### src/rtl/mips_fetch_unit_pkg.sv
// Shared definitions for the MIPS instruction-fetch stage: opcode field values,
// fetch FSM state encoding and the default reset PC.
package mips_defs;

    localparam logic [5:0] OP_RTYPE = 6'b000000;
    localparam logic [5:0] OP_J     = 6'b000010;
    localparam logic [5:0] OP_JAL   = 6'b000011;
    localparam logic [5:0] OP_BEQ   = 6'b000100;
    localparam logic [5:0] OP_BNE   = 6'b000101;

    localparam logic [31:0] DEFAULT_RESET_PC = 32'h0000_0000;

    typedef enum logic [1:0] {
        IDLE    = 2'd0,
        FETCH   = 2'd1,
        HOLD    = 2'd2,
        DISCARD = 2'd3
    } fetch_state_t;

    function automatic logic [31:0] pc_inc(input logic [31:0] pc);
        return pc + 32'd4;
    endfunction

endpackage

### src/rtl/mips_fetch_unit_next_pc.sv
// Redirect decision and target address for one resolved control-flow instruction.
module mips_next_pc (
    input  logic        res_valid,
    input  logic        res_beq,
    input  logic        res_bne,
    input  logic        res_jump,
    input  logic        res_zero,
    input  logic [31:0] res_pc_plus4,
    input  logic [15:0] res_imm,
    input  logic [25:0] res_target,
    output logic        taken,
    output logic [31:0] target_pc
);

    logic [31:0] branch_off;

    always_comb begin
        branch_off = {{14{res_imm[15]}}, res_imm, 2'b00};
        taken      = res_valid & ((res_beq & res_zero) | (res_bne & ~res_zero) | res_jump);
        // A jump takes precedence when the resolver flags both kinds.
        if (res_jump)
            target_pc = {res_pc_plus4[31:28], res_target, 2'b00};
        else
            target_pc = res_pc_plus4 + branch_off;
    end

endmodule

### src/rtl/mips_fetch_unit.sv
// Instruction-fetch stage: PC, req/ack fetch from instruction memory, valid/ready
// hand-off to decode, and redirect on resolved branches/jumps.
//
// state   | meaning
// IDLE    | one cycle after reset, no request
// FETCH   | request outstanding at pc
// HOLD    | instruction presented to decode, waiting for id_ready
// DISCARD | wrong-path request still outstanding, data will be dropped
module mips_fetch_unit
    import mips_defs::*;
#(
    parameter logic [31:0] RESET_PC = DEFAULT_RESET_PC
) (
    input  logic        clk,
    input  logic        rst_n,
    output logic        imem_req,
    output logic [31:0] imem_addr,
    input  logic        imem_ack,
    input  logic [31:0] imem_rdata,
    output logic        if_valid,
    input  logic        id_ready,
    output logic [31:0] if_instr,
    output logic [5:0]  if_opcode,
    output logic [31:0] if_pc_plus4,
    input  logic        res_valid,
    input  logic        res_beq,
    input  logic        res_bne,
    input  logic        res_jump,
    input  logic        res_zero,
    input  logic [31:0] res_pc_plus4,
    input  logic [15:0] res_imm,
    input  logic [25:0] res_target,
    output logic        redirect
);

    fetch_state_t state, state_nxt;
    logic [31:0]  pc, pc_nxt;
    logic [31:0]  pc_pending, pc_pending_nxt;
    logic [31:0]  instr_q, instr_nxt;
    logic [31:0]  pc4_q, pc4_nxt;
    logic         taken;
    logic [31:0]  target_pc;

    mips_next_pc u_next_pc (
        .res_valid    (res_valid),
        .res_beq      (res_beq),
        .res_bne      (res_bne),
        .res_jump     (res_jump),
        .res_zero     (res_zero),
        .res_pc_plus4 (res_pc_plus4),
        .res_imm      (res_imm),
        .res_target   (res_target),
        .taken        (taken),
        .target_pc    (target_pc)
    );

    always_ff @(posedge clk or negedge rst_n) begin
        if (!rst_n) begin
            state      <= IDLE;
            pc         <= RESET_PC;
            pc_pending <= RESET_PC;
            instr_q    <= '0;
            pc4_q      <= '0;
        end else begin
            state      <= state_nxt;
            pc         <= pc_nxt;
            pc_pending <= pc_pending_nxt;
            instr_q    <= instr_nxt;
            pc4_q      <= pc4_nxt;
        end
    end

    always_comb begin
        state_nxt      = state;
        pc_nxt         = pc;
        pc_pending_nxt = pc_pending;
        instr_nxt      = instr_q;
        pc4_nxt        = pc4_q;
        unique case (state)
            IDLE: begin
                state_nxt = FETCH;
                if (taken) pc_nxt = target_pc;
            end
            FETCH: begin
                if (imem_ack) begin
                    if (taken) begin
                        pc_nxt = target_pc;
                    end else begin
                        instr_nxt = imem_rdata;
                        pc4_nxt   = pc_inc(pc);
                        pc_nxt    = pc_inc(pc);
                        state_nxt = HOLD;
                    end
                end else if (taken) begin
                    // Address must stay stable until ack, so park the target.
                    pc_pending_nxt = target_pc;
                    state_nxt      = DISCARD;
                end
            end
            DISCARD: begin
                if (taken) pc_pending_nxt = target_pc;
                if (imem_ack) begin
                    pc_nxt    = taken ? target_pc : pc_pending;
                    state_nxt = FETCH;
                end
            end
            HOLD: begin
                if (taken) begin
                    pc_nxt    = target_pc;
                    state_nxt = FETCH;
                end else if (id_ready) begin
                    state_nxt = FETCH;
                end
            end
            default: state_nxt = IDLE;
        endcase
    end

    assign imem_req    = (state == FETCH) || (state == DISCARD);
    assign imem_addr   = {pc[31:2], 2'b00};
    assign if_valid    = (state == HOLD);
    assign if_instr    = instr_q;
    assign if_opcode   = instr_q[31:26];
    assign if_pc_plus4 = pc4_q;
    assign redirect    = taken;

endmodule

### config.mk
export PLATFORM = sky130hd
export DESIGN_NAME = mips_fetch_unit
export DESIGN_NICKNAME = d
export VERILOG_FILES = /design/src/rtl/mips_fetch_unit_pkg.sv /design/src/rtl/mips_fetch_unit_next_pc.sv /design/src/rtl/mips_fetch_unit.sv
export SDC_FILE = /design/constraint.sdc
export NUM_CORES = 1
export LEC_CHECK = 0
export CAP_MARGIN = 25
export CORE_UTILIZATION = 35
export CTS_CLUSTER_SIZE = 30
export DETAILED_ROUTE_END_ITERATION = 7
export DONT_BUFFER_PORTS = 1
export GPL_TIMING_DRIVEN = 0
export HOLD_SLACK_MARGIN = 0.05
export PLACE_DENSITY = 0.49
export SYNTH_ARGS = -nofsm -noshare
export SYNTH_HDL_FRONTEND = slang
export SYNTH_SLANG_ARGS = --single-unit
### constraint.sdc
create_clock -name clk -period 2.08 [get_ports clk]
set_input_delay 0.208 -clock clk [delete_from_list [all_inputs] [get_ports clk]]
set_output_delay 0.208 -clock clk [all_outputs]
set_load 0.005 [all_outputs]
==> results.md <==
* Cell family with the largest share of critical-path delay: compound AO/OA/AOI/OAI gates
* Clock-pin slew of the registers on the worst-case setup and hold paths at 60 ps
* Cell count after synthesis at 1,057
* Launching point of the worst reg2reg path: pc[10]$_DFFE_PN0P_
* Fill cell count at 2,405
* Critical path's slowest cell: dfrtp_2
* Register Area at 3272 um^2
* Final antenna-violating net count at 0
* Static leakage at 4.871 nW
* Placer Congestion at 0.8687
* Final setup violating endpoints at 10
* Synthesized area divided by synthesized cell count at 8.158 um^2
* Cells on worst reg2reg path at 10
* Vias in the first global route at 7,912
* Detailed-route DRC error count at 0
* Pre-antenna DRT Iters at 5
* Min-delay worst type: input port to asynchronous set/reset pin
* DRT Wirelength at 30,520 um
* Most used flip-flop cell after synthesis: dfrtp_1
* Count of buffer and inverter cells on the critical path at 2
* Arr. time, crit path at 2500 ps
* Drt initial violations at 592
* Proportion of synthesized flip-flops having asynchronous set or reset at 100.0%
* Global Route Usage Sum at 23.93%
* Fin Clk Skew at 7.978 ps
* Number of placed I/O pins at 220
* Final hold viol count at 130
* Final hold slack at -523.4 ps
* Max VDD drop at 0.0005282 V
* RSZ-0062 raised after global routing: true
* Clock tree from TritonCTS: yes
* Adder-Cell Fraction of Synth Area at 4.585%
* Number of antenna violations at the first check in global routing at 0
* Final setup margin at -128.4 ps
* Reg-to-reg setup timing slack at -130 ps
* Total Die Area at 25,270 um^2
* Clock buffer depth at 2
* Maximum level of the CTS H-tree at 4
* Initial cell density of the core at 35.56%
* Number of clock sinks seen by CTS at 130
* Maximum number of pins on one net before global-route repair at 131
* Count of different cell masters after synthesis at 79
* Category of the worst setup path launch point: flip-flop
* Number of cells in the finished layout apart from fillers at 1,506
* Violations in the final reports: hold timing, setup timing
* Status: finished with violations
* Global-route wire length before repair at 47,060 um
* Clk Latency, worst-skew pair at 430 ps
* Fmax achieved at 0.4528 GHz
* Max_cap viols at 0
* Area of the multi-input gates at 5485 um^2
* Floorplan Core Area at 24,250 um^2
* Final critical-path share of the clock period at 106.2%
* Placed cells at 1,382
* Capturing point of the worst reg2reg path: pc[25]$_DFFE_PN0P_
* Required arrival time at the worst endpoint at 2370 ps
* Clock buffers created by TritonCTS at 17
* Chip Width at 159.0 um
* Proportion of layout cells with a drive suffix above 1 at 23.01%
* Post-detailed-route via-to-cell ratio at 5.335
* Peak fanout along the critical path at 8
* Relative area change from synthesis to final layout at 30.73%
* Proportion of synthesized chip area in sequential cells at 37.72%
* Final HPWL from detailed placement at 22,240 um
* Die span in y at 159.0 um
* Via total after detailed routing at 8,035
* Slew at the pin closest to its max-slew limit at 659.4 ps
* Synth Area in Simple Gates at 21.39%
* Max-slew violation count at 0
* Multiplexer share of the synthesized area at 2.118%
* Number of logic stages on the critical path including buffering at 10
* Post-Place Worst Slack at -795.8 ps
* Start-to-end type of the worst setup path: flip-flop to flip-flop
* Dominant combinational cell family by area after synthesis: compound AO/OA/AOI/OAI gates
* Critical Path, Cell by Cell: nand4_1, buf_4, nor4_4, and2_4, nand2b_1, buf_6, o21ai_0, a21oi_4, a221oi_2, o211ai_1
* Post-layout net count at 1,315
* Gr ovfl total at 0
* Yosys Warn Count at 0
* IO Port Bufs at 0
* Final core utilization at 46.49%
* Highest-count cells in the layout ignoring fill and taps: nand2_1 (223), dfrtp_1 (115), buf_4 (79)
* Number of enable flip-flop cells after synthesis at 0
* Flop and latch count out of synthesis at 130
* Cell chosen for the clock root: clkbuf_16
* Xor/xnor cell area share of the yosys netlist at 5.281%
* Normalized max-slew margin at 56.04%
* Total standard cell area after synthesis at 8623 um^2
* Count of standard-cell rows at 57
* Nature of the critical path endpoint: flip-flop
* Power density over the cells at 1122 nW/um^2
* Peak per-stage delay on the critical path at 420 ps
* Most common cell after layout, fill and taps aside: nand2_1
* Synth Area in Compound Gates at 22.00%
* Post-layout min period at 2208 ps
* Diode count at 0
* WL per Instance at 20.26 um
==> state kept, by name, indices dropped and copies added, names as in the netlist <==
register	cells
pc	32
if_pc_plus4	32
state	2
pc_pending	32
if_instr	32
==> logic make-up after synthesis <==
logic type,Yosys count
xor+xnor,52
other cells,1
mux,18
buf+inv,116
fa+ha+maj,31
flops,130
compound gates,295
simple gates,414
==> metrics by stage <==
step / hold WS, ps / cell area, um^2 / setup TNS (ps) / power (mW)
finish: -523.4 / 11270 / -679.4 / 12.65
CTS: -536.4 / 10860 / -693.2 / 12.35
global route: -542.0 / 11270 / -6042 / 13.44
detailed placement: -82.07 / 9240 / -71820 / 8.540
global placement: -84.07 / 9240 / -74890 / 8.472
floorplan: -87.59 / 8835 / -2347 / 7.285
==> layout make-up <==
type	count	share of cell area, %
multi-input cells	812	48.66
flip-flops and latches	130	29.02
repair buffers	95	7.592
plain buffers	97	5.083
clock buffers	17	3.774
well taps	324	3.596
clock inverters	15	1.743
inverters	16	0.5327
==> synth_stat cells (9+ instances only) <==
library cell | number | share of area, %
o22ai_1 | 10 | 0.73
a21oi_1 | 64 | 3.7
xor2_1 | 26 | 2.6
and3_1 | 9 | 0.65
nand2_1 | 228 | 9.9
nor3_1 | 12 | 0.70
a211oi_1 | 12 | 1.0
buf_4 | 41 | 3.6
o21ai_0 | 95 | 5.5
inv_1 | 16 | 0.70
nor2_1 | 86 | 3.7
ha_1 | 30 | 4.4
nand4_1 | 11 | 0.80
o21a_1 | 11 | 0.96
mux2i_1 | 16 | 1.9
dfrtp_1 | 130 | 38
a21o_1 | 21 | 1.8
o211ai_1 | 9 | 0.78
nand2b_1 | 10 | 0.73
xnor2_1 | 26 | 2.6
nand3_1 | 22 | 1.3
clkbuf_1 | 49 | 2.1
==> power by group <==
part	total, mW	internal, mW	switching, mW
Sequential	4.61	3.58	1.02
Combinational	4.84	2.23	2.60
Clock	3.20	1.93	1.28
Total	12.6	7.74	4.91
==> layer usage <==
metal	GRT usage [%]	vias to the layer above	routed length, um
li1	-	3890	-
met1	33.01	3804	13950
met2	37.06	309	13670
met3	6.043	32	2405
met4	6.774	0	491
met5	0	-	0
==> worst max-delay path by stage <==
stage / from / endpoint / slack [ps]
6_report: pc[10]$_DFFE_PN0P_ / pc[25]$_DFFE_PN0P_ / -130
5_1_grt: pc[10]$_DFFE_PN0P_ / pc[23]$_DFFE_PN0P_ / -200
4_1_cts: state[0]$_DFFE_PN0P_ / if_valid / -160
3_5_place_dp: pc[2]$_DFFE_PN0P_ / pc[22]$_DFFE_PN0P_ / -800
3_3_place_gp: pc[2]$_DFFE_PN0P_ / pc[22]$_DFFE_PN0P_ / -810
2_1_floorplan: res_pc_plus4[13] / pc[26]$_DFFE_PN0P_ / -310
==> repair_timing <==
item	in CTS	in global routing
setup endpoints to repair	120	108
hold buffers	46	2
cloned	0	0
resized for setup	94	70
pin swaps	32	30
setup buffers	28	20
endpoints found under the hold margin	180	132
Power figures use the tool's default switching activity.
